`config.mk`:
```
export PLATFORM = sky130hd
export DESIGN_NAME = config_stream_tx_flat
export DESIGN_NICKNAME = d
export VERILOG_FILES = /design/src/rtl/config_pkg.sv /design/src/rtl/config_stream_tx_if.sv /design/src/rtl/config_tx_outreg.sv /design/src/rtl/config_stream_tx.sv /design/src/flat_wrapper.sv
export SDC_FILE = /design/constraint.sdc
export NUM_CORES = 1
export LEC_CHECK = 0
export ABC_AREA = 1
export ABC_CLOCK_PERIOD_IN_PS = 1700
export BUFFER_PORTS_ARGS = -buffer_cell sky130_fd_sc_hd__buf_4
export CAP_MARGIN = 20
export CORE_UTILIZATION = 46
export DETAILED_ROUTE_END_ITERATION = 6
export PLACE_DENSITY = 0.8
export SYNTH_ARGS = -nofsm -noshare
export SYNTH_HDL_FRONTEND = slang
export SYNTH_SLANG_ARGS = --single-unit
```
`constraint.sdc`:
```
create_clock -name CLK -period 1.7 [get_ports CLK]
set_clock_uncertainty 0.15 [all_clocks]
set_input_delay 0.34 -clock CLK [delete_from_list [all_inputs] [get_ports CLK]]
set_output_delay 0.34 -clock CLK [all_outputs]
set_load 0.01 [all_outputs]
```
`src/rtl/config_pkg.sv`:
```
// rtl/config_pkg.sv - shared constants and tx state encoding for the config word protocol
//
// Purpose: protocol words, desync flag position and transmitter state
//          encoding, shared by the transmitter and the receiver FSM.
// Ports:   none (package).
package config_pkg;

  localparam logic [31:0] SYNC_WORD     = 32'hFAB0_FAB1;
  localparam logic [31:0] PREAMBLE_WORD = 32'hFFFF_FFFF;
  localparam int          DESYNC_FLAG   = 20;

  typedef enum logic [2:0] {
    TX_IDLE,
    TX_PRE,
    TX_SYNC,
    TX_HDR,
    TX_RD,
    TX_LD,
    TX_DESYNC
  } tx_state_t;

  // Desync word: a header-shaped word with only the desync flag set.
  function automatic logic [31:0] desync_word(input int flag);
    return 32'h1 << flag;
  endfunction

endpackage

```
`src/rtl/config_stream_tx_if.sv`:
```
// rtl/config_stream_tx_if.sv - frame request, row read and word stream bundle
//
// Purpose: groups the handshake/bus signals of config_stream_tx.
// Signals: FrameValid/FrameReady/FrameAddress/FrameLast  frame request
//          RowRdEn/RowAddr/RowRdData                      frame buffer read
//          WriteData/WriteStrobe/WriteReady               protocol word stream
// Modports: slave = transmitter view, master = source/sink view.
interface config_stream_tx_if #(
  parameter int FrameBitsPerRow = 32,
  parameter int RowSelectWidth  = 5
);

  logic                       FrameValid;
  logic                       FrameReady;
  logic [FrameBitsPerRow-1:0] FrameAddress;
  logic                       FrameLast;
  logic                       RowRdEn;
  logic [RowSelectWidth-1:0]  RowAddr;
  logic [31:0]                RowRdData;
  logic [31:0]                WriteData;
  logic                       WriteStrobe;
  logic                       WriteReady;

  modport slave (
    input  FrameValid, FrameAddress, FrameLast, RowRdData, WriteReady,
    output FrameReady, RowRdEn, RowAddr, WriteData, WriteStrobe
  );

  modport master (
    output FrameValid, FrameAddress, FrameLast, RowRdData, WriteReady,
    input  FrameReady, RowRdEn, RowAddr, WriteData, WriteStrobe
  );

endinterface

```
`src/rtl/config_tx_outreg.sv`:
```
// rtl/config_tx_outreg.sv - single-entry valid/ready output word register
//
// Purpose: holds WriteData/WriteStrobe stable until the sink accepts.
// Ports:   i_clk, i_reset (sync, active-high)
//          i_load/i_data   load a new word (only when o_can_load)
//          i_ready         sink accepts
//          o_data/o_valid  registered word and strobe
//          o_can_load      empty, or emptying this cycle
//          o_xfer          word transferred this cycle
module config_tx_outreg (
  input  logic        i_clk,
  input  logic        i_reset,
  input  logic        i_load,
  input  logic [31:0] i_data,
  input  logic        i_ready,
  output logic [31:0] o_data,
  output logic        o_valid,
  output logic        o_can_load,
  output logic        o_xfer
);

  logic        r_valid;
  logic [31:0] r_data;

  always_ff @(posedge i_clk) begin
    if (i_reset) begin
      r_valid <= 1'b0;
      r_data  <= '0;
    end else if (i_load) begin
      r_valid <= 1'b1;
      r_data  <= i_data;
    end else if (r_valid && i_ready) begin
      r_valid <= 1'b0;
    end
  end

  assign o_data     = r_data;
  assign o_valid    = r_valid;
  assign o_can_load = !r_valid || i_ready;
  assign o_xfer     = r_valid && i_ready;

endmodule

```
`src/rtl/config_stream_tx.sv`:
```
// rtl/config_stream_tx.sv - frame-to-config-word stream transmitter
//
// Purpose: emits sync, per frame a header plus NumberOfRows row words
//          (row NumberOfRows down to 1), then desync.
// Ports:   CLK, Reset (sync, active-high)
//          bus          config_stream_tx_if.slave (frame request, row read, word stream)
//          Busy         state is not IDLE
//          ErrorStrobe  pulse when a frame with the desync flag is rejected
// Option:  CONFIG_TX_PREAMBLE_EN adds PreambleWords all-ones words before sync.
module config_stream_tx
  import config_pkg::*;
#(
  parameter int NumberOfRows    = 12,
  parameter int RowSelectWidth  = 5,
  parameter int FrameBitsPerRow = 32,
  parameter int desync_flag     = DESYNC_FLAG
`ifdef CONFIG_TX_PREAMBLE_EN
  , parameter int PreambleWords = 4
`endif
) (
  input  logic              CLK,
  input  logic              Reset,
  config_stream_tx_if.slave bus,
  output logic              Busy,
  output logic              ErrorStrobe
);

  localparam logic [31:0]               DesyncWord = desync_word(desync_flag);
  localparam logic [RowSelectWidth-1:0] RowsInit   = RowSelectWidth'(NumberOfRows);
  localparam logic [RowSelectWidth-1:0] RowOne     = RowSelectWidth'(1);

  tx_state_t                 r_state;
  tx_state_t                 w_next_state;
  logic [RowSelectWidth-1:0] r_cnt;
  logic [RowSelectWidth-1:0] w_cnt_next;
  logic                      r_last;
  logic                      w_last_next;
  logic                      r_desync_loaded;
  logic                      w_desync_loaded_next;
  logic                      w_load;
  logic [31:0]               w_load_data;
  logic                      w_frame_ready;
  logic                      w_error;
  logic                      w_row_rd_en;
  logic [31:0]               w_hdr;
  logic [31:0]               w_wdata;
  logic                      w_wvalid;
  logic                      w_can_load;
  logic                      w_xfer;
`ifdef CONFIG_TX_PREAMBLE_EN
  localparam logic [7:0]     PreLast = 8'(PreambleWords - 1);
  logic [7:0]                r_pre_cnt;
  logic [7:0]                w_pre_cnt_next;
`endif

  config_tx_outreg u_outreg (
    .i_clk      (CLK),
    .i_reset    (Reset),
    .i_load     (w_load),
    .i_data     (w_load_data),
    .i_ready    (bus.WriteReady),
    .o_data     (w_wdata),
    .o_valid    (w_wvalid),
    .o_can_load (w_can_load),
    .o_xfer     (w_xfer)
  );

  // Zero-extended header; the flag test uses the extended word so it is
  // simply 0 when the address is narrower than the flag position.
  always_comb begin
    w_hdr = '0;
    w_hdr[FrameBitsPerRow-1:0] = bus.FrameAddress;
  end

  always_ff @(posedge CLK) begin
    if (Reset) begin
      r_state         <= TX_IDLE;
      r_cnt           <= '0;
      r_last          <= 1'b0;
      r_desync_loaded <= 1'b0;
    end else begin
      r_state         <= w_next_state;
      r_cnt           <= w_cnt_next;
      r_last          <= w_last_next;
      r_desync_loaded <= w_desync_loaded_next;
    end
  end

`ifdef CONFIG_TX_PREAMBLE_EN
  always_ff @(posedge CLK) begin
    if (Reset) r_pre_cnt <= '0;
    else       r_pre_cnt <= w_pre_cnt_next;
  end
`endif

  // Words are loaded on the transition into the state that owns them, so
  // the first word leaves one cycle after FrameValid and each state only
  // waits for its own transfer.
  always_comb begin
    w_next_state         = r_state;
    w_cnt_next           = r_cnt;
    w_last_next          = r_last;
    w_desync_loaded_next = r_desync_loaded;
    w_load               = 1'b0;
    w_load_data          = '0;
    w_frame_ready        = 1'b0;
    w_error              = 1'b0;
    w_row_rd_en          = 1'b0;
`ifdef CONFIG_TX_PREAMBLE_EN
    w_pre_cnt_next       = r_pre_cnt;
`endif
    case (r_state)
      TX_IDLE: begin
        if (bus.FrameValid) begin
          w_load = 1'b1;
`ifdef CONFIG_TX_PREAMBLE_EN
          w_load_data    = PREAMBLE_WORD;
          w_pre_cnt_next = PreLast;
          w_next_state   = TX_PRE;
`else
          w_load_data  = SYNC_WORD;
          w_next_state = TX_SYNC;
`endif
        end
      end
`ifdef CONFIG_TX_PREAMBLE_EN
      TX_PRE: begin
        if (w_xfer) begin
          w_load = 1'b1;
          if (r_pre_cnt == 8'd0) begin
            w_load_data  = SYNC_WORD;
            w_next_state = TX_SYNC;
          end else begin
            w_load_data    = PREAMBLE_WORD;
            w_pre_cnt_next = r_pre_cnt - 8'd1;
          end
        end
      end
`endif
      TX_SYNC: begin
        if (w_xfer) w_next_state = TX_HDR;
      end
      TX_HDR: begin
        // The previous frame's last row may still be draining here.
        if (bus.FrameValid && w_can_load) begin
          w_frame_ready = 1'b1;
          if (w_hdr[desync_flag]) begin
            w_error = 1'b1;
            if (bus.FrameLast) w_next_state = TX_DESYNC;
          end else begin
            w_load       = 1'b1;
            w_load_data  = w_hdr;
            w_last_next  = bus.FrameLast;
            w_cnt_next   = RowsInit;
            w_next_state = TX_RD;
          end
        end
      end
      TX_RD: begin
        // Reading while the previous word transfers guarantees LD finds the
        // register free when the read data arrives.
        if (w_can_load) begin
          w_row_rd_en  = 1'b1;
          w_next_state = TX_LD;
        end
      end
      TX_LD: begin
        w_load      = 1'b1;
        w_load_data = bus.RowRdData;
        w_cnt_next  = r_cnt - RowOne;
        if (r_cnt == RowOne) w_next_state = r_last ? TX_DESYNC : TX_HDR;
        else                 w_next_state = TX_RD;
      end
      TX_DESYNC: begin
        if (!r_desync_loaded) begin
          if (w_can_load) begin
            w_load               = 1'b1;
            w_load_data          = DesyncWord;
            w_desync_loaded_next = 1'b1;
          end
        end else if (w_xfer) begin
          w_desync_loaded_next = 1'b0;
          w_next_state         = TX_IDLE;
        end
      end
      default: w_next_state = TX_IDLE;
    endcase
  end

  assign bus.FrameReady  = w_frame_ready;
  assign bus.RowRdEn     = w_row_rd_en;
  assign bus.RowAddr     = r_cnt;
  assign bus.WriteData   = w_wdata;
  assign bus.WriteStrobe = w_wvalid;
  assign Busy            = (r_state != TX_IDLE);
  assign ErrorStrobe     = w_error;

endmodule
```
`src/flat_wrapper.sv`:
```
// flat-port wrapper written by rule: the top's interface ports become plain ports
module config_stream_tx_flat import config_pkg::*;
#(
  parameter int NumberOfRows    = 12,
  parameter int RowSelectWidth  = 5,
  parameter int FrameBitsPerRow = 32,
  parameter int desync_flag     = DESYNC_FLAG

)
  (CLK, Reset, Busy, ErrorStrobe, bus_FrameValid, bus_FrameAddress, bus_FrameLast, bus_RowRdData, bus_WriteReady, bus_FrameReady, bus_RowRdEn, bus_RowAddr, bus_WriteData, bus_WriteStrobe);
  config_stream_tx_if #(.FrameBitsPerRow(FrameBitsPerRow), .RowSelectWidth(RowSelectWidth)) bus_i ();
  input  logic CLK;
  input  logic Reset;
  output logic Busy;
  output logic ErrorStrobe;
  input wire logic [$bits(bus_i.FrameValid)-1:0] bus_FrameValid;
  input wire logic [$bits(bus_i.FrameAddress)-1:0] bus_FrameAddress;
  input wire logic [$bits(bus_i.FrameLast)-1:0] bus_FrameLast;
  input wire logic [$bits(bus_i.RowRdData)-1:0] bus_RowRdData;
  input wire logic [$bits(bus_i.WriteReady)-1:0] bus_WriteReady;
  output wire logic [$bits(bus_i.FrameReady)-1:0] bus_FrameReady;
  output wire logic [$bits(bus_i.RowRdEn)-1:0] bus_RowRdEn;
  output wire logic [$bits(bus_i.RowAddr)-1:0] bus_RowAddr;
  output wire logic [$bits(bus_i.WriteData)-1:0] bus_WriteData;
  output wire logic [$bits(bus_i.WriteStrobe)-1:0] bus_WriteStrobe;
  assign bus_i.FrameValid = bus_FrameValid;
  assign bus_i.FrameAddress = bus_FrameAddress;
  assign bus_i.FrameLast = bus_FrameLast;
  assign bus_i.RowRdData = bus_RowRdData;
  assign bus_i.WriteReady = bus_WriteReady;
  assign bus_FrameReady = bus_i.FrameReady;
  assign bus_RowRdEn = bus_i.RowRdEn;
  assign bus_RowAddr = bus_i.RowAddr;
  assign bus_WriteData = bus_i.WriteData;
  assign bus_WriteStrobe = bus_i.WriteStrobe;
  config_stream_tx #(.NumberOfRows(NumberOfRows), .RowSelectWidth(RowSelectWidth), .FrameBitsPerRow(FrameBitsPerRow), .desync_flag(desync_flag)) u_core (.CLK(CLK), .Reset(Reset), .bus(bus_i), .Busy(Busy), .ErrorStrobe(ErrorStrobe));
endmodule
```
# Word level (Yosys, flattened, before mapping)
# Cells that the tools add are included.
[totals] input_bits=69 reg_bits=43 out_inout_bits=42 word_cells=69
[op_classes] mux=36 add_sub_neg=1 bitwise_logic=1 reduce_logical=11 n_eq_ne=14
[op_table] op="$mux 32" count=4
[op_table] op="$pmux 32 s4" count=1
[op_table] op="$mux 3" count=10
[op_table] op="$mux 21" count=1
[op_table] op="$pmux 3 s6" count=1
[op_table] op="$mux 1" count=15
[op_table] op="$mux 5" count=2
[op_table] op="$pmux 5 s2" count=1
[op_table] op="$eq 3x3->1 const B" count=3
[op_table] op="$ne 2x2->1 const B" count=4
[op_table] op="$reduce_and 7->1" count=1
[op_table] op="$eq 3x2->1 const B" count=2
[op_table] op="$ne 2x1->1 const B" count=3
[op_table] op="$reduce_and 3->1" count=2
[op_table] op="$eq 5x1->1 const B" count=1
[op_table] op="$sub 5x1->5 const B" count=1
[op_table] op="$pmux 1 s4" count=1
[op_table] op="$reduce_bool 2->1" count=2
[op_table] op="$logic_not 3->1" count=1
[op_table] op="$ne 3x3->1 const B" count=1
[op_table] op="$reduce_bool 3->1" count=1
[op_table] op="$logic_and 1x1->1" count=2
[op_table] op="$logic_not 1->1" count=1
[op_table] op="$logic_or 1x1->1" count=1
[op_table] op="$not 1->1" count=1

# Longest topological paths before layout
# Gate-level depths: netlist (run 1).
[depth] word_depth=6 mapped_depth=11 mapped_depth_nobuf=10

# Cells and area by module
# Synthesis (run 1) repeated with hierarchy kept, for this count alone.
[unflattened] hier_cells=345 hier_area_um2=2316.0
[by_module_without_submodules] module="config_tx_outreg" seq_area_each_um2=660.6 instances=1 area_each_um2=1159.9 cells_per_inst=145
[by_module_without_submodules] module="config_stream_tx" seq_area_each_um2=200.2 instances=1 area_each_um2=1156.1 cells_per_inst=200

# Least setup slack after synthesis (run 1)
# No wires, ideal clock.
[synth_timing] path_type="register to register" start="reg u_core.r_state[1]" end="reg u_core.u_outreg.r_valid, in the netlist u_core.u_outreg.o_valid" arrival_ns=1.225 setup_time_ns=0.109 slack_ns=0.216 n_path_buf=2 path_stages_with_launch=12 cell_sequence="dfxtp_1 > buf_4 > inv_2 > nand2_2 > inv_2 > nand2_2 > nand2_1 > nor2_4 > buf_2 > nand3_1 > nand2_1 > inv_1"
[synth_between] elab_chain_cells=3
[synth_rtl] element="start, declared" line="config_stream_tx.sv:32" source="tx_state_t r_state;"
[synth_rtl] element="start signal, assigned" line="config_stream_tx.sv:82" source="r_state <= w_next_state;"
[synth_rtl] element="$eq 3x3->1 (tied with other cells)" line="config_stream_tx.sv:112" source="case (r_state)"
[synth_rtl] element="$pmux 1 s4 (*)" line="config_stream_tx.sv:112"
[synth_rtl] element="$mux 1 or $reduce_bool 2->1 (tied branches)"
[synth_rtl] element="end signal, assigned" line="config_tx_outreg.sv:27" source="r_valid <= 1'b0;"
[synth_rtl] element="end signal, assigned" line="config_tx_outreg.sv:30" source="r_valid <= 1'b1;"
[synth_rtl] element="end signal, assigned" line="config_tx_outreg.sv:33" source="r_valid <= 1'b0;"
[synth_rtl] element="end, declared" line="config_tx_outreg.sv:22" source="logic r_valid;"
# Every way passes the cells marked *; elsewhere a longest branch is shown, timed or not.
# A chain may end at the register's enable or synchronous reset.

# Worst setup path after layout (run 1)
[layout_timing] start="reg u_core.u_outreg.r_valid, in the netlist u_core.u_outreg.o_valid" end="out ErrorStrobe"
[layout_between] elab_chain_cells=5
[layout_rtl] element="$logic_not 1->1" line="config_tx_outreg.sv:39" source="assign o_can_load = !r_valid || i_ready;"
[layout_rtl] element="$logic_or 1x1->1" line="config_tx_outreg.sv:39"
[layout_rtl] element="$logic_and 1x1->1" line="config_stream_tx.sv:145" source="if (bus.FrameValid && w_can_load) begin"
[layout_rtl] element="$mux 1" line="config_stream_tx.sv:145"
[layout_rtl] element="$mux 1" line="config_stream_tx.sv:112"
[layout_rtl] element="end, declared" line="flat_wrapper.sv:15" source="output logic ErrorStrobe;"
# Every way passes these cells.

==> impl_metrics.xml, run 1 <==
<?xml version="1.0" encoding="UTF-8"?>
<metrics>
  <group name="finish">
    <metric name="area_delta_synth_final" unit="%">47.46</metric>
    <metric name="n_fill_cell" unit="">436</metric>
    <metric name="final-instance-count-excl-fill" unit="">511</metric>
    <metric name="antenna_cell_count" unit="">0</metric>
    <metric name="num-nets-final" unit="">514</metric>
    <metric name="layout-drive-gt1-share" unit="%">34.01</metric>
    <metric name="finalInstanceArea" unit="um2">3339</metric>
  </group>
  <group name="cts">
    <metric name="worst_setup_hold_path_clk_slew" unit="ps">90</metric>
    <metric name="cts-root-buf" unit="">sky130_fd_sc_hd__clkbuf_8</metric>
    <metric name="cts-buffers-inserted" unit="">5</metric>
    <metric name="max-clock-path-buffers" unit="">2</metric>
    <metric name="cts_post_setup_buffers_inserted" unit="">0</metric>
    <metric name="clock_insertion_delay_worst_skew" unit="ps">290</metric>
    <metric name="clock_sink_count" unit="">43</metric>
    <metric name="clock_tree.htree_level_count" unit="">2</metric>
    <metric name="postCtsHoldBufs" unit="">0</metric>
    <metric name="tritoncts" unit="">done</metric>
  </group>
  <group name="synth">
    <metric name="yosys_warnings" unit="">0</metric>
    <metric name="netlist_instances" unit="">336</metric>
    <metric name="post-synth-top-area-fraction" unit="%">38.01</metric>
    <metric name="synth.cell_area" unit="um2">2265</metric>
    <metric name="synth_edf_count" unit="">0</metric>
    <metric name="postSynthRegisterBits" unit="">43</metric>
    <metric name="yosys.area.top_type" unit="">sky130_fd_sc_hd__dfxtp_1</metric>
    <metric name="synth.avg_cell_area" unit="um2">6.740</metric>
    <metric name="sequential_area_share_after_synthesis" unit="%">38.01</metric>
    <metric name="synth_fp_nets" unit="">407</metric>
    <metric name="postSynth.topFlopCell" unit="">sky130_fd_sc_hd__dfxtp_1</metric>
    <metric name="netlist-cell-type-count" unit="">27</metric>
    <metric name="synth.top_cells.by_area" unit="">sky130_fd_sc_hd__dfxtp_1, sky130_fd_sc_hd__nand2_1, sky130_fd_sc_hd__nand3_1, sky130_fd_sc_hd__a21oi_1, sky130_fd_sc_hd__and2_1</metric>
    <metric name="synth-async-reset-ratio" unit="%">0</metric>
  </group>
  <group name="sta">
    <metric name="hold_viol" unit="">0</metric>
    <metric name="period_minus_slack" unit="ps">1654</metric>
    <metric name="slew_viol_final" unit="">0</metric>
    <metric name="hold_ws" unit="ps">165.3</metric>
    <metric name="final-setup-viol-count" unit="">0</metric>
    <metric name="relSlewSlack" unit="%">80.02</metric>
    <metric name="period_utilization" unit="%">97.31</metric>
    <metric name="minimum_setup_slack_in_the_final_design" unit="ps">45.76</metric>
    <metric name="achievable-frequency" unit="MHz">604.5</metric>
    <metric name="worstMarginPinSlew" unit="ps">298.6</metric>
  </group>
  <group name="hold_path">
    <metric name="min_path_type" unit="">primary input to flop</metric>
    <metric name="holdPathEnd" unit="">u_core.u_outreg.o_data[31]</metric>
    <metric name="holdPathStages" unit="">3</metric>
    <metric name="holdCritStartpoint" unit="">bus_FrameAddress[31]</metric>
  </group>
  <group name="worst_setup_path">
    <metric name="timing.critical_path.mode_cell" unit="">sky130_fd_sc_hd__nand2_2</metric>
    <metric name="reg2regPathDepth" unit="">7</metric>
    <metric name="crit_path_max_fanout" unit="">4</metric>
    <metric name="r2r-end" unit="">u_core.u_outreg.o_data[23]</metric>
    <metric name="r2r_slack" unit="ps">120</metric>
    <metric name="crit_buf_inv" unit="">1</metric>
    <metric name="critical-path-max-stage-delay" unit="ps">350</metric>
    <metric name="start_kind" unit="">flop</metric>
    <metric name="cp_top_family" unit="">simple AND/OR/NAND/NOR gates</metric>
    <metric name="crit_required" unit="ps">1210</metric>
    <metric name="worst_setup_path_end_kind" unit="">output port</metric>
    <metric name="critical_path.cell_chain" unit="">nand2_2, nand2_2, nor3_4, buf_4</metric>
    <metric name="crit_slowest_cell" unit="">sky130_fd_sc_hd__dfxtp_2</metric>
    <metric name="rr_startpoint" unit="">u_core.r_state[0]</metric>
    <metric name="cp_data_arrival_time" unit="ps">1160</metric>
    <metric name="path_class" unit="">flop to output port</metric>
  </group>
  <group name="power">
    <metric name="fin_total_pwr" unit="mW">4.273</metric>
    <metric name="vdd_drop_max" unit="mV">0.6414</metric>
    <metric name="power-per-cell-area" unit="nW/um2">1279</metric>
    <metric name="leakage" unit="nW">1.557</metric>
  </group>
  <group name="routing">
    <metric name="drt_first_iter_violations" unit="">153</metric>
    <metric name="dr_total_vias" unit="">2578</metric>
    <metric name="routed_wl" unit="um">6520</metric>
    <metric name="ant_nets" unit="">0</metric>
    <metric name="wl_per_cell" unit="um">12.76</metric>
    <metric name="detailedRoute.firstPassIterationCount" unit="">4</metric>
    <metric name="avgViaCountPerCell" unit="">5.045</metric>
    <metric name="drc" unit="">0</metric>
  </group>
  <group name="floorplan">
    <metric name="rows" unit="">25</metric>
    <metric name="die_x" unit="um">72.17</metric>
    <metric name="core-area" unit="um2">4723</metric>
    <metric name="floorplan.die_area" unit="um2">5208</metric>
    <metric name="floorplan.initialDensity" unit="%">47.95</metric>
    <metric name="top_level_ports" unit="">111</metric>
    <metric name="die_height" unit="um">72.17</metric>
  </group>
  <group name="place">
    <metric name="placed_cells" unit="">503</metric>
    <metric name="port_buffer_count" unit="">110</metric>
    <metric name="detailedPlace.worstSlack" unit="ps">76.33</metric>
    <metric name="place.detailed.hpwl" unit="um">4698</metric>
    <metric name="place.gp.congestion" unit="">0.8853</metric>
    <metric name="placed_area" unit="um2">3176</metric>
  </group>
  <group name="status">
    <metric name="outcome" unit="">finished clean</metric>
  </group>
  <group name="global_route">
    <metric name="overflow" unit="">0</metric>
    <metric name="globalRouteTotalUtil" unit="%">24.76</metric>
    <metric name="largest_net_degree_at_the_start_of_global_routing" unit="">37</metric>
    <metric name="grt_antenna_before_repair" unit="">0</metric>
    <metric name="number_of_global_route_vias_before_repair" unit="">2297</metric>
    <metric name="global_route_wire_length_before_repair" unit="um">10240</metric>
  </group>
  <group name="job">
    <metric name="maxCapViolCount" unit="">0</metric>
  </group>
</metrics>
## how the worst max path moves through the flow
| stage | start | to | slack [ps] | depth (start not counted) |
|---|---|---|---|---|
| final | u_core.u_outreg.o_valid | ErrorStrobe | 50 | 4 |
| after global routing | u_core.u_outreg.o_valid | ErrorStrobe | -20 | 4 |
| after CTS | u_core.r_state[0] | bus_RowRdEn | -50 | 4 |
| after detailed placement | u_core.r_state[0] | u_core.u_outreg.o_data[5] | 80 | 7 |
| after global placement | bus_WriteReady | u_core.u_outreg.o_data[27] | 110 | 9 |
| after floorplan | u_core.r_state[1] | u_core.u_outreg.o_valid | 220 | 11 |
## cell usage after synthesis, types with 2 or more instances
library cell,count
sky130_fd_sc_hd__a21oi_1,57
sky130_fd_sc_hd__nand2_1,81
sky130_fd_sc_hd__nor2_4,3
sky130_fd_sc_hd__inv_1,17
sky130_fd_sc_hd__buf_4,4
sky130_fd_sc_hd__inv_2,5
sky130_fd_sc_hd__and2_1,13
sky130_fd_sc_hd__o21ai_0,3
sky130_fd_sc_hd__nand3_1,60
sky130_fd_sc_hd__clkbuf_1,4
sky130_fd_sc_hd__dfxtp_1,43
sky130_fd_sc_hd__nand2_2,2
sky130_fd_sc_hd__buf_2,11
sky130_fd_sc_hd__ha_1,2
sky130_fd_sc_hd__nor2_1,19
## kinds of logic (layout without fill, tap and decap cells)
logic type,count (synthesis),after routing,share of synthesized area [%]
DFF,43,43,38.01
buffers and inverters,43,151,8.950
and+or+nand+nor,185,185,37.74
adders and majority gates,2,2,1.105
xor gates and xnor gates,1,1,0.3868
AOI/OAI and AO/OA,62,62,13.81
## cell usage in the layout, fill, tap and decap left out, drive strengths merged
master  Yosys  layout
ha          2       2
inv        22      22
and2       13      13
xor2        1       1
dfxtp      43      43
clkinv      1       3
clkbuf      4       5
buf        16     120
nor2       23      23
nor3        1       1
nand2      84      84
nand3      61      61
bufinv      0       1
nand4       1       1
o21bai      1       1
nor2b       1       1
o21ai       4       4
a21oi      57      57
and3        1       1
## routing by layer
layer	GRT usage [%]	vias up	part of all wire, %
met5	0	-	0
met4	7.407	0	1.2
met3	6.389	8	8.2
met2	41.43	108	46
met1	31.39	1143	44
li1	-	1319	-
## tightest hold or removal path: stages
cell                      delay [ps]
sky130_fd_sc_hd__buf_4            70
sky130_fd_sc_hd__a21oi_1          50
sky130_fd_sc_hd__a21oi_1         100
## where the power goes
group,switching (mW),internal [mW]
Clock,0.359,0.438
Sequential,0.201,1.26
Combinational,1.10,0.910
Total,1.66,2.61
## final cells by class
| class | count | area (um2) | area share (%) |
|---|---|---|---|
| inverters | 23 | 96.34 | 2.885 |
| clock buffers | 5 | 68.82 | 2.061 |
| flip-flops and latches | 43 | 873.3 | 26.15 |
| clock inverters | 3 | 43.79 | 1.311 |
| repair buffers | 120 | 938.4 | 28.10 |
| well taps | 67 | 83.83 | 2.510 |
| multi-input cells | 250 | 1235 | 36.98 |
## state kept, by name, indices dropped and copies added (netlist names)
name / flops
u_core.u_outreg.o_valid: 1
u_core.r_last: 1
u_core.r_state: 3
u_core.r_desync_loaded: 1
u_core.u_outreg.o_data: 32
u_core.bus.RowAddr: 5
## per-stage QoR
step	util [%]	setup TNS, ps
global route	70.70	-24.99
floorplan	-	0
CTS	70.01	-51.56
finish	70.70	0
detailed placement	67.23	0
global placement	67.23	0
## what timing repair did
action / in CTS / in global routing
pin swaps: 0 / 3
gates resized for setup: 6 / 11
setup endpoints to repair: 3 / 6
Power figures use the tool's default switching activity.
==> run 2: changes to the inputs <==
--- a/constraint.sdc
+++ b/constraint.sdc
@@ -3,3 +3,3 @@
 set_input_delay 0.34 -clock CLK [delete_from_list [all_inputs] [get_ports CLK]]
 set_output_delay 0.34 -clock CLK [all_outputs]
-set_load 0.01 [all_outputs]
+set_load 0.05 [all_outputs]
==> run 2 against run 1 <==
Worst setup slack got worse by 45 ps. Final cell count increased by 2.3%. Die area unchanged. Global-route usage increased by 0.27 points. Core utilization increased by 4.0 points. Non-clock buffer count increased by 12. Sequential power about the same. Clock power increased by 0.9%. Power increased by 26%. Register-to-register slack got worse by 70 ps. Via count increased by 3.8%. Worst hold slack got worse by 12 ps. Highest routed layer unchanged.
==> impl_metrics.xml, run 2 (synthesis gave the netlist of run 1 again) <==
<?xml version="1.0" encoding="UTF-8"?>
<metrics>
  <group name="global_route">
    <metric name="largest_net_degree_at_the_start_of_global_routing" unit="">27</metric>
    <metric name="overflow" unit="">0</metric>
    <metric name="global_route_wire_length_before_repair" unit="um">10410</metric>
    <metric name="globalRouteTotalUtil" unit="%">25.03</metric>
    <metric name="grt_antenna_before_repair" unit="">0</metric>
    <metric name="number_of_global_route_vias_before_repair" unit="">2368</metric>
  </group>
  <group name="power">
    <metric name="vdd_drop_max" unit="mV">0.9274</metric>
    <metric name="fin_total_pwr" unit="mW">5.367</metric>
    <metric name="leakage" unit="nW">1.663</metric>
    <metric name="power-per-cell-area" unit="nW/um2">1520</metric>
  </group>
  <group name="sta">
    <metric name="slew_viol_final" unit="">0</metric>
    <metric name="final-setup-viol-count" unit="">0</metric>
    <metric name="achievable-frequency" unit="MHz">588.4</metric>
    <metric name="unrepaired_setup_endpoints_after_global_routing" unit="">true</metric>
    <metric name="hold_viol" unit="">0</metric>
    <metric name="setup-tns-final" unit="ps">0</metric>
    <metric name="relSlewSlack" unit="%">81.98</metric>
    <metric name="hold_ws" unit="ps">153.1</metric>
    <metric name="worstMarginPinSlew" unit="ps">269.3</metric>
    <metric name="period_utilization" unit="%">99.98</metric>
    <metric name="period_minus_slack" unit="ps">1700</metric>
  </group>
  <group name="routing">
    <metric name="dr_total_vias" unit="">2675</metric>
    <metric name="ant_nets" unit="">0</metric>
    <metric name="detailedRoute.firstPassIterationCount" unit="">4</metric>
    <metric name="routed_wl" unit="um">6885</metric>
    <metric name="drt_first_iter_violations" unit="">200</metric>
    <metric name="drc" unit="">0</metric>
    <metric name="avgViaCountPerCell" unit="">5.115</metric>
    <metric name="wl_per_cell" unit="um">13.16</metric>
  </group>
  <group name="floorplan">
    <metric name="die_height" unit="um">72.17</metric>
    <metric name="floorplan.die_area" unit="um2">5208</metric>
    <metric name="core-area" unit="um2">4723</metric>
    <metric name="die_x" unit="um">72.17</metric>
    <metric name="floorplan.initialDensity" unit="%">47.95</metric>
    <metric name="top_level_ports" unit="">111</metric>
    <metric name="rows" unit="">25</metric>
  </group>
  <group name="worst_setup_path">
    <metric name="cp_data_arrival_time" unit="ps">1210</metric>
    <metric name="crit_required" unit="ps">1210</metric>
    <metric name="start_kind" unit="">flop</metric>
    <metric name="worst_setup_path_end_kind" unit="">output port</metric>
    <metric name="path_class" unit="">flop to output port</metric>
    <metric name="crit_path_max_fanout" unit="">4</metric>
  </group>
  <group name="finish">
    <metric name="mostFrequentLayoutCells" unit="">sky130_fd_sc_hd__buf_4, sky130_fd_sc_hd__nand2_1, sky130_fd_sc_hd__nand3_1</metric>
    <metric name="n_fill_cell" unit="">369</metric>
    <metric name="num-nets-final" unit="">526</metric>
    <metric name="layout-drive-gt1-share" unit="%">37.06</metric>
    <metric name="layout.cells.most_common" unit="">sky130_fd_sc_hd__buf_4</metric>
    <metric name="area_delta_synth_final" unit="%">55.86</metric>
    <metric name="antenna_cell_count" unit="">0</metric>
    <metric name="largest_register_ff_count" unit="">32</metric>
    <metric name="multiInputGateArea" unit="um2">1279</metric>
    <metric name="area.sequential" unit="um2">873.3</metric>
    <metric name="post-route-util" unit="%">74.73</metric>
  </group>
  <group name="place">
    <metric name="place.gp.congestion" unit="">0.8713</metric>
    <metric name="place.detailed.hpwl" unit="um">4726</metric>
    <metric name="port_buffer_count" unit="">110</metric>
  </group>
  <group name="cts">
    <metric name="max-clock-path-buffers" unit="">2</metric>
    <metric name="clock_sink_count" unit="">43</metric>
    <metric name="cts-root-buf" unit="">sky130_fd_sc_hd__clkbuf_8</metric>
    <metric name="worst_setup_hold_path_clk_slew" unit="ps">80</metric>
    <metric name="postCtsHoldBufs" unit="">0</metric>
    <metric name="tritoncts" unit="">done</metric>
    <metric name="clock_insertion_delay_worst_skew" unit="ps">300</metric>
    <metric name="clock_tree.htree_level_count" unit="">2</metric>
    <metric name="cts-buffers-inserted" unit="">5</metric>
  </group>
  <group name="hold_path">
    <metric name="min_path_type" unit="">primary input to flop</metric>
  </group>
  <group name="job">
    <metric name="maxCapViolCount" unit="">0</metric>
  </group>
  <group name="status">
    <metric name="outcome" unit="">finished clean</metric>
  </group>
</metrics>
run 2: cell types whose count changed in the layout (fill, tap and decap cells not counted), sizes merged:
cell,delta
buf,+10
clkbuf,+2
run 2: critical path, cell delays in order (launching register included):
cell	delay [ps]
sky130_fd_sc_hd__dfxtp_4	370
sky130_fd_sc_hd__inv_4	70
sky130_fd_sc_hd__nand3_4	100
sky130_fd_sc_hd__nor3_4	190
sky130_fd_sc_hd__buf_6	180
run 2: where the power goes:
group | switching [mW] | leakage [nW] | internal (mW)
combinational | 1.92 | 1.25 | 1.19
sequential | 0.184 | 0.354 | 1.26
clock | 0.366 | 0.0581 | 0.437
total | 2.47 | 1.66 | 2.89
run 2: stage by stage:
step / area (um2) / setup WS, ps / cells
finish: 3530 / 0.3522 / 523
global route: 3530 / -61.35 / 523
CTS: 3417 / 14.76 / 518
detailed placement: 3221 / 33.45 / 505
global placement: 3221 / 79.69 / 505
floorplan: 2282 / 17.00 / 336
run 2: per-layer routing:
layer / global-route usage [%] / wire [um]
met1: 32.41 / 2904
met2: 41.64 / 3234
met3: 6.250 / 655
met4: 6.536 / 90
met5: 0 / 0
run 2: area by class of cell:
class                   count  share of cell area (%)
flip-flops and latches     43                   24.74
clock inverters             3                   1.241
repair buffers            132                   30.80
inverters                  23                   2.659
multi-input cells         250                   36.23
clock buffers               5                   1.950
well taps                  67                   2.375
run 2: repair_timing:
action,CTS,global route
cloned,0,2
pin swaps,3,5
setup buffers,5,3
endpoints found under the setup margin,4,19
resized for setup,14,11
run 2: worst paths after layout:
check | startpoint | end | slack, ps | depth (start not counted)
max | u_core.r_state[2] | ErrorStrobe | 0.4 | 4
min | bus_FrameAddress[27] | u_core.u_outreg.o_data[27] | 150 | 3
max reg2reg | u_core.r_state[1] | u_core.u_outreg.o_data[13] | 50 | 10
min reg2reg | u_core.u_outreg.o_data[3] | u_core.u_outreg.o_data[3] | 330 | 2
==> run 3: changes to the inputs <==
ABC_AREA = unset   (was 1)
CORE_UTILIZATION = 45   (was 46)
==> run 3 against run 2 <==
The run now ends with DRC, setup timing left. Largest power group unchanged. Worst setup slack lost 190 ps. Core utilization rose by 12 points. Critical path depth rose by 5. Synthesized cell count down 31%. Global-route usage rose by 2.7 points. Via count fell by 4.7%. Flip-flop and latch count did not move.
==> impl_metrics.xml, run 3 <==
<?xml version="1.0" encoding="UTF-8"?>
<metrics>
  <group name="finish">
    <metric name="finalInstanceArea" unit="um2">3857</metric>
    <metric name="largest_register_ff_count" unit="">32</metric>
    <metric name="antenna_cell_count" unit="">0</metric>
    <metric name="post-route-util" unit="%">86.80</metric>
    <metric name="layout-drive-gt1-share" unit="%">61.46</metric>
    <metric name="num-nets-final" unit="">454</metric>
    <metric name="area_delta_synth_final" unit="%">82.43</metric>
    <metric name="mostFrequentLayoutCells" unit="">sky130_fd_sc_hd__buf_4, sky130_fd_sc_hd__dfxtp_1, sky130_fd_sc_hd__inv_1</metric>
    <metric name="layout.cells.most_common" unit="">sky130_fd_sc_hd__buf_4</metric>
  </group>
  <group name="cts">
    <metric name="worst_setup_hold_path_clk_slew" unit="ps">80</metric>
    <metric name="cts-buffers-inserted" unit="">5</metric>
    <metric name="postCtsHoldBufs" unit="">0</metric>
    <metric name="max-clock-path-buffers" unit="">2</metric>
    <metric name="clock_tree.htree_level_count" unit="">2</metric>
    <metric name="tritoncts" unit="">done</metric>
    <metric name="clock_insertion_delay_worst_skew" unit="ps">300</metric>
    <metric name="cts-root-buf" unit="">sky130_fd_sc_hd__clkbuf_8</metric>
    <metric name="clock_sink_count" unit="">43</metric>
  </group>
  <group name="power">
    <metric name="leakage" unit="nW">1.615</metric>
    <metric name="power_frac_comb" unit="%">41.3</metric>
    <metric name="p_int" unit="mW">2.059</metric>
    <metric name="power-per-cell-area" unit="nW/um2">850.3</metric>
    <metric name="fin_total_pwr" unit="mW">3.280</metric>
    <metric name="seq_power_share" unit="%">36.4</metric>
    <metric name="vdd_drop_max" unit="mV">0.7315</metric>
    <metric name="pwr-share-clk" unit="%">22.3</metric>
    <metric name="power.switching" unit="mW">1.221</metric>
    <metric name="netSwitchingFraction" unit="%">37.22</metric>
  </group>
  <group name="place">
    <metric name="port_buffer_count" unit="">110</metric>
    <metric name="place.gp.congestion" unit="">0.9991</metric>
    <metric name="place.detailed.hpwl" unit="um">4518</metric>
    <metric name="detailedPlace.worstSlack" unit="ps">-184.1</metric>
    <metric name="placed_area" unit="um2">3256</metric>
  </group>
  <group name="synth">
    <metric name="netlist-cell-type-count" unit="">44</metric>
    <metric name="post-synth-top-area-fraction" unit="%">40.71</metric>
    <metric name="synth-async-reset-ratio" unit="%">0</metric>
    <metric name="netlist_instances" unit="">233</metric>
    <metric name="yosys.area.top_type" unit="">sky130_fd_sc_hd__dfxtp_1</metric>
    <metric name="post-synth-top-count-cell" unit="">sky130_fd_sc_hd__dfxtp_1</metric>
    <metric name="yosys_warnings" unit="">0</metric>
    <metric name="synth.avg_cell_area" unit="um2">9.075</metric>
    <metric name="synth_fp_nets" unit="">304</metric>
    <metric name="synth.top_cells.by_area" unit="">sky130_fd_sc_hd__dfxtp_1, sky130_fd_sc_hd__a22oi_1, sky130_fd_sc_hd__a221oi_2, sky130_fd_sc_hd__a21oi_1, sky130_fd_sc_hd__inv_1</metric>
    <metric name="postSynthRegisterBits" unit="">43</metric>
    <metric name="synth.cell_area" unit="um2">2115</metric>
    <metric name="synth_edf_count" unit="">0</metric>
    <metric name="postSynth.topFlopCell" unit="">sky130_fd_sc_hd__dfxtp_1</metric>
    <metric name="synth.top_cells.by_count" unit="">sky130_fd_sc_hd__dfxtp_1, sky130_fd_sc_hd__a22oi_1, sky130_fd_sc_hd__inv_1</metric>
    <metric name="sequential_area_share_after_synthesis" unit="%">40.71</metric>
  </group>
  <group name="sta">
    <metric name="worstMarginPinSlew" unit="ps">543.0</metric>
    <metric name="final-setup-viol-count" unit="">43</metric>
    <metric name="period_minus_slack" unit="ps">1886</metric>
    <metric name="hold_viol" unit="">0</metric>
    <metric name="relSlewSlack" unit="%">63.80</metric>
    <metric name="slew_viol_final" unit="">0</metric>
    <metric name="period_utilization" unit="%">110.9</metric>
    <metric name="minimum_setup_slack_in_the_final_design" unit="ps">-185.6</metric>
    <metric name="unrepaired_setup_endpoints_after_global_routing" unit="">true</metric>
    <metric name="achievable-frequency" unit="MHz">530.3</metric>
  </group>
  <group name="floorplan">
    <metric name="floorplan.die_area" unit="um2">4977</metric>
    <metric name="top_level_ports" unit="">111</metric>
    <metric name="floorplan.initialDensity" unit="%">47.58</metric>
    <metric name="rows" unit="">24</metric>
    <metric name="core-area" unit="um2">4444</metric>
    <metric name="die_x" unit="um">70.55</metric>
    <metric name="die_height" unit="um">70.55</metric>
  </group>
  <group name="worst_setup_path">
    <metric name="path_class" unit="">flop to flop</metric>
    <metric name="critical_path.cell_chain" unit="">nand4b_4, buf_6, buf_6, nor3_4, buf_6, buf_8, buf_6, a22oi_2, a21oi_1</metric>
    <metric name="critical-path-max-stage-delay" unit="ps">370</metric>
    <metric name="crit_required" unit="ps">1770</metric>
    <metric name="start_kind" unit="">flop</metric>
    <metric name="crit_slowest_cell" unit="">sky130_fd_sc_hd__dfxtp_4</metric>
    <metric name="crit_buf_inv" unit="">5</metric>
    <metric name="cp_top_family" unit="">buffers and inverters</metric>
    <metric name="cp_data_arrival_time" unit="ps">1960</metric>
    <metric name="crit_path_max_fanout" unit="">7</metric>
    <metric name="worst_setup_path_end_kind" unit="">flop</metric>
    <metric name="timing.critical_path.mode_cell" unit="">sky130_fd_sc_hd__buf_6</metric>
  </group>
  <group name="global_route">
    <metric name="grt_antenna_before_repair" unit="">0</metric>
    <metric name="largest_net_degree_at_the_start_of_global_routing" unit="">45</metric>
    <metric name="overflow" unit="">0</metric>
    <metric name="global_route_wire_length_before_repair" unit="um">10870</metric>
    <metric name="globalRouteTotalUtil" unit="%">27.69</metric>
    <metric name="number_of_global_route_vias_before_repair" unit="">2363</metric>
  </group>
  <group name="routing">
    <metric name="drc" unit="">26</metric>
    <metric name="routed_wl" unit="um">7738</metric>
    <metric name="dr_total_vias" unit="">2548</metric>
    <metric name="drt_first_iter_violations" unit="">155</metric>
    <metric name="ant_nets" unit="">0</metric>
    <metric name="detailedRoute.firstPassIterationCount" unit="">7</metric>
    <metric name="avgViaCountPerCell" unit="">5.844</metric>
    <metric name="wl_per_cell" unit="um">17.75</metric>
  </group>
  <group name="status">
    <metric name="violations" unit="">DRC, setup timing</metric>
    <metric name="outcome" unit="">finished with violations</metric>
  </group>
  <group name="job">
    <metric name="maxCapViolCount" unit="">0</metric>
  </group>
  <group name="hold_path">
    <metric name="min_path_type" unit="">primary input to flop</metric>
  </group>
</metrics>
-- run 3: cell count changes in the layout (fill, tap and decap cells not counted), moves of 5 or more --
| cell | change |
|---|---|
| sky130_fd_sc_hd__nor2_1 | -10 |
| sky130_fd_sc_hd__buf_4 | +15 |
| sky130_fd_sc_hd__nand2_1 | -72 |
| sky130_fd_sc_hd__nand2_4 | -5 |
| sky130_fd_sc_hd__and2_1 | -13 |
| sky130_fd_sc_hd__a21oi_1 | -37 |
| sky130_fd_sc_hd__buf_6 | +15 |
| sky130_fd_sc_hd__a22oi_2 | +18 |
| sky130_fd_sc_hd__inv_1 | +5 |
| sky130_fd_sc_hd__nand4_1 | +12 |
| sky130_fd_sc_hd__a22oi_1 | +13 |
| sky130_fd_sc_hd__nand3_1 | -56 |
| sky130_fd_sc_hd__a221oi_2 | +14 |
-- run 3: layout make-up --
cell class	instances	area, um2
sequential	43	885.9
timing repair buffer	163	1371
tap	52	65.06
clock buffer	7	96.34
fill	223	586.8
clock inverter	1	6.256
multi-input combinational	146	1340
inverter	24	92.59
-- run 3: worst register-to-register path: stages, from the launching register on --
cell,delay [ps]
sky130_fd_sc_hd__dfxtp_4,370
sky130_fd_sc_hd__nand4b_4,170
sky130_fd_sc_hd__buf_6,130
sky130_fd_sc_hd__buf_6,110
sky130_fd_sc_hd__nor3_4,270
sky130_fd_sc_hd__buf_6,160
sky130_fd_sc_hd__buf_8,130
sky130_fd_sc_hd__buf_6,110
sky130_fd_sc_hd__a22oi_2,50
sky130_fd_sc_hd__a21oi_1,170
-- run 3: worst paths after layout --
kind | from | endpoint | slack [ps] | cells after the start
hold / removal | bus_FrameLast | u_core.r_last | 170 | 3
setup reg to reg | u_core.r_state[2] | u_core.u_outreg.o_data[18] | -190 | 9
hold reg to reg | u_core.u_outreg.o_data[17] | u_core.u_outreg.o_data[17] | 320 | 2
setup / recovery | u_core.r_state[2] | u_core.u_outreg.o_data[18] | -190 | 9
-- run 3: stage by stage --
step | setup TNS (ps) | hold WS, ps | std cells
after floorplan | -4144 | 281.2 | 233
after CTS | -2377 | 164.8 | 428
after global routing | -7825 | 171.4 | 436
final | -5126 | 165.5 | 436
after detailed placement | -2048 | 309.8 | 407
after global placement | -1384 | 290.5 | 407
-- run 3: logic make-up after synthesis --
kind of cell / Yosys count / share of synthesized area, %
AO/OA/AOI/OAI: 83 / 31.18
AND/OR/NAND/NOR: 55 / 15.80
buffers and inverters: 46 / 9.467
flip-flops: 43 / 40.71
XOR/XNOR: 4 / 1.657
adder cells (fa/ha/maj): 2 / 1.183
-- run 3: repair_timing --
action,4_1_cts,5_1_grt
gates resized for setup,25,48
gates cloned,2,2
pin swaps,8,30
setup buffers,12,8
endpoints found under the setup margin,28,45
-- run 3: metal layers --
metal / part of all wire (%) / routed length, um / up-vias / global-route usage (%)
li1: - / - / 1190 / -
met1: 39 / 3003 / 1218 / 32.35
met2: 50 / 3882 / 128 / 50.38
met3: 9.3 / 723 / 12 / 6.125
met4: 1.7 / 129 / 0 / 9.111
met5: 0 / 0 / - / 0
-- run 3: power groups by stage --
stage / registers (mW) / logic (mW) / clock network [mW]
2_1_floorplan: 1.52 / 0.438 / 0
3_3_place_gp: 1.22 / 1.13 / 0
3_5_place_dp: 1.22 / 1.14 / 0
4_1_cts: 1.18 / 1.24 / 0.725
5_1_grt: 1.21 / 1.42 / 0.783
6_report: 1.20 / 1.35 / 0.731
